--- config.mk ---
export PLATFORM = sky130hd
export DESIGN_NAME = img_sel_ctrl_flat
export DESIGN_NICKNAME = d
export VERILOG_FILES = /design/src/rtl/img_sel_ctrl_if.sv /design/src/rtl/img_sel_ctrl.sv /design/src/flat_wrapper.sv
export SDC_FILE = /design/constraint.sdc
export NUM_CORES = 1
export LEC_CHECK = 0
export BUFFER_PORTS_ARGS = -buffer_cell sky130_fd_sc_hd__buf_4
export CAP_MARGIN = 20
export CORE_MARGIN = 2
export CORE_UTILIZATION = 56
export DETAILED_ROUTE_END_ITERATION = 7
export GPL_TIMING_DRIVEN = 0
export PLACE_DENSITY = 0.75
export RECOVER_POWER = 50
export SLEW_MARGIN = 20
export SYNTH_ARGS = -nofsm -noshare
export SYNTH_HDL_FRONTEND = slang
export SYNTH_SLANG_ARGS = --single-unit
export TNS_END_PERCENT = 1
--- constraint.sdc ---
create_clock -name clk -period 3.7 [get_ports clk]
set_clock_uncertainty 0.2 [all_clocks]
set_input_delay 0.37 -clock clk [delete_from_list [all_inputs] [get_ports clk]]
set_output_delay 0.37 -clock clk [all_outputs]
set_load 0.1 [all_outputs]
--- src/rtl/img_sel_ctrl_if.sv ---
// Button/frame inputs and index/mode outputs of the image selection controller.
// The controller connects through the slave modport; its driver uses master.
interface img_sel_ctrl_if #(
  parameter int unsigned IDX_W = 2
);
  logic             btn_next;
  logic             btn_prev;
  logic             btn_mode;
  logic             frame_start;
  logic [IDX_W-1:0] img_idx;
  logic [IDX_W-1:0] target_idx;
  logic             pending;
  logic             idx_changed;
  logic [1:0]       mode;

  modport master (
    output btn_next, btn_prev, btn_mode, frame_start,
    input  img_idx, target_idx, pending, idx_changed, mode
  );

  modport slave (
    input  btn_next, btn_prev, btn_mode, frame_start,
    output img_idx, target_idx, pending, idx_changed, mode
  );
endinterface

--- src/rtl/img_sel_ctrl.sv ---
// Turns debounced next/prev/mode pulses into an image index that commits only
// on frame_start, with an optional slideshow timer that auto-advances the index.
module img_sel_ctrl #(
  parameter int unsigned NUM_IMG     = 4,
  parameter int unsigned IDX_W       = 2,
  parameter int unsigned SLIDE_TICKS = 50_000_000,
  parameter int unsigned CNT_W       = 26
) (
  input  logic            clk,
  input  logic            clr,
  img_sel_ctrl_if.slave   bus
);

  typedef enum logic [1:0] {
    MANUAL    = 2'b00,
    AUTO_RUN  = 2'b01,
    AUTO_HOLD = 2'b10,
    MODE_BAD  = 2'b11
  } mode_e;

  localparam logic [IDX_W-1:0] LAST_IDX = IDX_W'(NUM_IMG - 1);
  localparam logic [CNT_W-1:0] LAST_CNT = CNT_W'(SLIDE_TICKS - 1);

  mode_e            mode_q, mode_d;
  logic [CNT_W-1:0] cnt_q, cnt_d;
  logic [IDX_W-1:0] target_q, target_d;
  logic [IDX_W-1:0] img_q, img_d;
  logic             pending_q, pending_d;
  logic             changed_q, changed_d;

  logic man_fwd;
  logic man_back;
  logic manual;
  logic auto_adv;

  // Simultaneous next+prev cancels; a manual step pre-empts the slideshow tick.
  assign man_fwd  = bus.btn_next & ~bus.btn_prev;
  assign man_back = bus.btn_prev & ~bus.btn_next;
  assign manual   = man_fwd | man_back;
  assign auto_adv = (mode_q == AUTO_RUN) && (cnt_q == LAST_CNT) && !manual;

  always_ff @(posedge clk or negedge clr) begin
    if (!clr) begin
      mode_q    <= MANUAL;
      cnt_q     <= '0;
      target_q  <= '0;
      img_q     <= '0;
      pending_q <= 1'b0;
      changed_q <= 1'b0;
    end else begin
      mode_q    <= mode_d;
      cnt_q     <= cnt_d;
      target_q  <= target_d;
      img_q     <= img_d;
      pending_q <= pending_d;
      changed_q <= changed_d;
    end
  end

  always_comb begin
    mode_d    = mode_q;
    cnt_d     = '0;
    target_d  = target_q;
    img_d     = img_q;
    pending_d = pending_q;
    changed_d = 1'b0;

    unique case (mode_q)
      MANUAL:    if (bus.btn_mode) mode_d = AUTO_RUN;
      AUTO_RUN:  if (bus.btn_mode) mode_d = AUTO_HOLD;
      AUTO_HOLD: if (bus.btn_mode) mode_d = MANUAL;
      default:   mode_d = MANUAL;
    endcase

    // Timer runs only while staying in AUTO_RUN; entry, exit and manual steps restart it.
    if ((mode_q == AUTO_RUN) && (mode_d == AUTO_RUN) && !manual && (cnt_q != LAST_CNT)) begin
      cnt_d = cnt_q + CNT_W'(1);
    end

    if (man_fwd || auto_adv) begin
      target_d = (target_q == LAST_IDX) ? '0 : target_q + IDX_W'(1);
    end else if (man_back) begin
      target_d = (target_q == '0) ? LAST_IDX : target_q - IDX_W'(1);
    end

    // Commit uses the pre-step target; a same-cycle step waits for the next frame.
    if (bus.frame_start) begin
      img_d     = target_q;
      changed_d = (target_q != img_q);
    end

    pending_d = (target_d != img_d);
  end

  assign bus.img_idx     = img_q;
  assign bus.target_idx  = target_q;
  assign bus.pending     = pending_q;
  assign bus.idx_changed = changed_q;
  assign bus.mode        = mode_q;

endmodule

--- src/flat_wrapper.sv ---
// flat-port wrapper written by rule: the top's interface ports become plain ports
module img_sel_ctrl_flat 
#(
  parameter int unsigned NUM_IMG     = 4,
  parameter int unsigned IDX_W       = 2,
  parameter int unsigned SLIDE_TICKS = 50_000_000,
  parameter int unsigned CNT_W       = 26
)
  (clk, clr, bus_btn_next, bus_btn_prev, bus_btn_mode, bus_frame_start, bus_img_idx, bus_target_idx, bus_pending, bus_idx_changed, bus_mode);
  img_sel_ctrl_if #(.IDX_W(IDX_W)) bus_i ();
  input  logic clk;
  input  logic clr;
  input wire logic [$bits(bus_i.btn_next)-1:0] bus_btn_next;
  input wire logic [$bits(bus_i.btn_prev)-1:0] bus_btn_prev;
  input wire logic [$bits(bus_i.btn_mode)-1:0] bus_btn_mode;
  input wire logic [$bits(bus_i.frame_start)-1:0] bus_frame_start;
  output wire logic [$bits(bus_i.img_idx)-1:0] bus_img_idx;
  output wire logic [$bits(bus_i.target_idx)-1:0] bus_target_idx;
  output wire logic [$bits(bus_i.pending)-1:0] bus_pending;
  output wire logic [$bits(bus_i.idx_changed)-1:0] bus_idx_changed;
  output wire logic [$bits(bus_i.mode)-1:0] bus_mode;
  assign bus_i.btn_next = bus_btn_next;
  assign bus_i.btn_prev = bus_btn_prev;
  assign bus_i.btn_mode = bus_btn_mode;
  assign bus_i.frame_start = bus_frame_start;
  assign bus_img_idx = bus_i.img_idx;
  assign bus_target_idx = bus_i.target_idx;
  assign bus_pending = bus_i.pending;
  assign bus_idx_changed = bus_i.idx_changed;
  assign bus_mode = bus_i.mode;
  img_sel_ctrl #(.NUM_IMG(NUM_IMG), .IDX_W(IDX_W), .SLIDE_TICKS(SLIDE_TICKS), .CNT_W(CNT_W)) u_core (.clk(clk), .clr(clr), .bus(bus_i));
endmodule
==> impl_metrics.json <==
{
  "synth_cell_type_count": 38,
  "ant_nets": 0,
  "synth_area_leaders": "dfrtp_1 47%, xor2_1 8.6%, nor2_1 7.0%",
  "cts_root_buf": "clkbuf_4",
  "arrival_ns": 2.57,
  "firstDrtPassIters": 4,
  "grt_max_degree": 35,
  "die_h_um": 61.2,
  "nets": 215,
  "synth-seq-cells": 34,
  "fin_crit_ns": 2.53,
  "clockBufferDepth": 2,
  "cts_max_level": 2,
  "synth_ff_type": "dfrtp_1",
  "total_leakage_power_nw": 0.876,
  "port_buffers": 13,
  "dp_hpwl_um": 2460,
  "synthAdderAreaFrac_pct": 3.42,
  "cp_max_fo": 5,
  "synth_mux_area_share_pct": 2.46,
  "syn_avg_cell_area_um2": 10.0,
  "start_util_pct": 59.4,
  "grt_pass1_vias": 1300,
  "num_vias": 1377,
  "clk_pin_slew_worst_paths_ns": 0.10,
  "seqCellArea_um2": 851,
  "yosysSeqAreaShare_pct": 46.5,
  "post-route-period-util_pct": 68.3,
  "slew_headroom_pct": -17.1,
  "numClockSinks": 34,
  "cts_buffers": 5,
  "routabilityCongestion": 0.859,
  "hold_violations": 0,
  "ys_warn_count": 0,
  "synthArstFlopShare_pct": 100,
  "drc_errors": 0,
  "clock_latency_ns": 0.34,
  "start_kind": "flip-flop",
  "coreArea_um2": 3080,
  "synth_edf_count": 0,
  "maxCapViolCount": 1,
  "vdd_drop_max_uv": 338,
  "slew_viol_final": 35,
  "tightest_slew_ns": 1.76,
  "grt_pass1_wl_um": 5750,
  "crit_type": "reg -> reg",
  "dpl_cell_area_um2": 1980,
  "hp-class": "in -> reg",
  "cts_resized": 0,
  "wl_per_cell_um": 13.7,
  "synth_xor_area_share_pct": 12.4,
  "die_w_um": 61.2,
  "required_ns": 3.74,
  "synth_area_um2": 1830,
  "first_iter_violations": 47,
  "fin_tns_setup_ns": 0,
  "drt_wl_total_um": 3420,
  "end_kind": "flip-flop",
  "synth_top_area_cell": "dfrtp_1",
  "synth_compound_area_share_pct": 5.13,
  "synth_top_family_by_area": "simple AND/OR/NAND/NOR gates",
  "fillCellCount": 257,
  "status": "finished with violations",
  "area_delta_synth_final_pct": 12.0,
  "num_rows": 20,
  "setup_violations": 0,
  "syn-num-nets": 194,
  "synthSimpleGateAreaFrac_pct": 26.7,
  "violations": "capacitance limit, slew limit",
  "r2r.worst_path.cells": 6,
  "antenna_found_initial": 0,
  "powerDensity_nw_per_um2": 567,
  "vias_per_cell": 5.53,
  "dieArea_um2": 3740,
  "multi_input_area_um2": 918,
  "drive_above_1_share_pct": 17.6,
  "netlist.area_leader.share_pct": 46.5,
  "tritoncts": "done",
  "antenna_cells": 0,
  "grt_overflow_total": 0,
  "fmax_mhz": 395,
  "fin_area_um2": 2050,
  "ios": 14,
  "postLayoutCoreUtil_pct": 66.5,
  "hold_depth": 2,
  "grt_use_total_pct": 21.1,
  "rsz0062_at_grt": "no",
  "syn-instance-count": 183,
  "synthTopCellsByCount": "34 x dfrtp_1, 34 x nor2_1, 18 x xor2_1"
}
-- routing by layer --
metal | share of wire [%] | GRT usage (%)
met1 | 46 | 26.4
met2 | 48 | 34.5
met3 | 4.4 | 6.30
met4 | 1.6 | 8.39
met5 | 0 | 0
-- metrics by stage --
stage	instances	power, mW	hold WS, ns	setup WS (ns)
CTS	249	1.17	0.0792	1.20
global placement	240	0.940	0.136	1.24
floorplan	183	0.848	-0.126	1.06
global route	249	1.22	0.0829	1.01
finish	249	1.16	0.0897	1.17
detailed placement	240	0.956	0.140	1.17
-- flip-flops by register name, summed over array words and instances, names as in the netlist --
register / flops
u_core.bus.img_idx: 2
u_core.bus.idx_changed: 1
u_core.bus.pending: 1
u_core.bus.mode: 2
u_core.bus.target_idx: 2
u_core.cnt_q: 26
-- timing repair --
action                                 CTS  global route
hold buffers                             1             0
endpoints found under the hold margin   34             0
setup buffers                            0             0
-- layout make-up --
| cell class | count | share of cell area (%) |
|---|---|---|
| plain buffers | 5 | 1.83 |
| clock buffers | 7 | 2.69 |
| clock inverters | 1 | 0.244 |
| inverters | 6 | 1.10 |
| multi-input cells | 138 | 44.8 |
| flip-flops and latches | 34 | 41.5 |
| well taps | 44 | 2.69 |
| repair buffers | 14 | 5.07 |
-- critical path, stage by stage, from the launching register on --
cell and delay, ns:
dfrtp_1 0.40, ha_1 0.24, nand4_1 0.15, nor4_1 0.58
a21o_2 0.29, mux2_2 0.35, o32ai_2 0.22
-- cells in the final DEF, fill, tap and decap left out, types with 3 or more instances in the layout --
cell type  netlist  routed
nor2_1          34      34
dfrtp_1         34      34
xor2_1          18      18
buf_4            1      13
nand4_1         12      12
nand2_1         11      11
xnor2_1          8       8
nand3_1          8       8
inv_1            6       6
and3_1           6       6
ha_1             5       5
clkbuf_4         0       5
clkbuf_1         2       4
nand3b_1         3       3
mux2_2           4       3
and2_1           3       3
-- worst paths after layout --
check | start | endpoint | slack [ns]
max | u_core.cnt_q[0] | u_core.bus.pending | 1.17
min | bus_frame_start | u_core.bus.idx_changed | 0.09
max reg2reg | u_core.cnt_q[0] | u_core.bus.pending | 1.17
min reg2reg | u_core.cnt_q[0] | u_core.cnt_q[0] | 0.29
max in group asynchronous | clr | u_core.bus.target_idx[1] | 1.46
min in group asynchronous | clr | u_core.cnt_q[10] | 0.82
-- report_power, final --
| part | switching [mW] | internal (mW) | leakage, nW |
|---|---|---|---|
| combinational | 0.366 | 0.132 | 0.383 |
| clock | 0.122 | 0.0920 | 0.0353 |
| sequential | 0.0403 | 0.408 | 0.458 |
| total | 0.528 | 0.632 | 0.876 |
-- logic make-up after synthesis --
kind of cell,after synthesis
muxes,4
DFF,34
xor gates and xnor gates,26
and+or+nand+nor,91
buffers and inverters,11
AOI/OAI and AO/OA,12
adders and majority gates,5
Power figures use the tool's default switching activity.
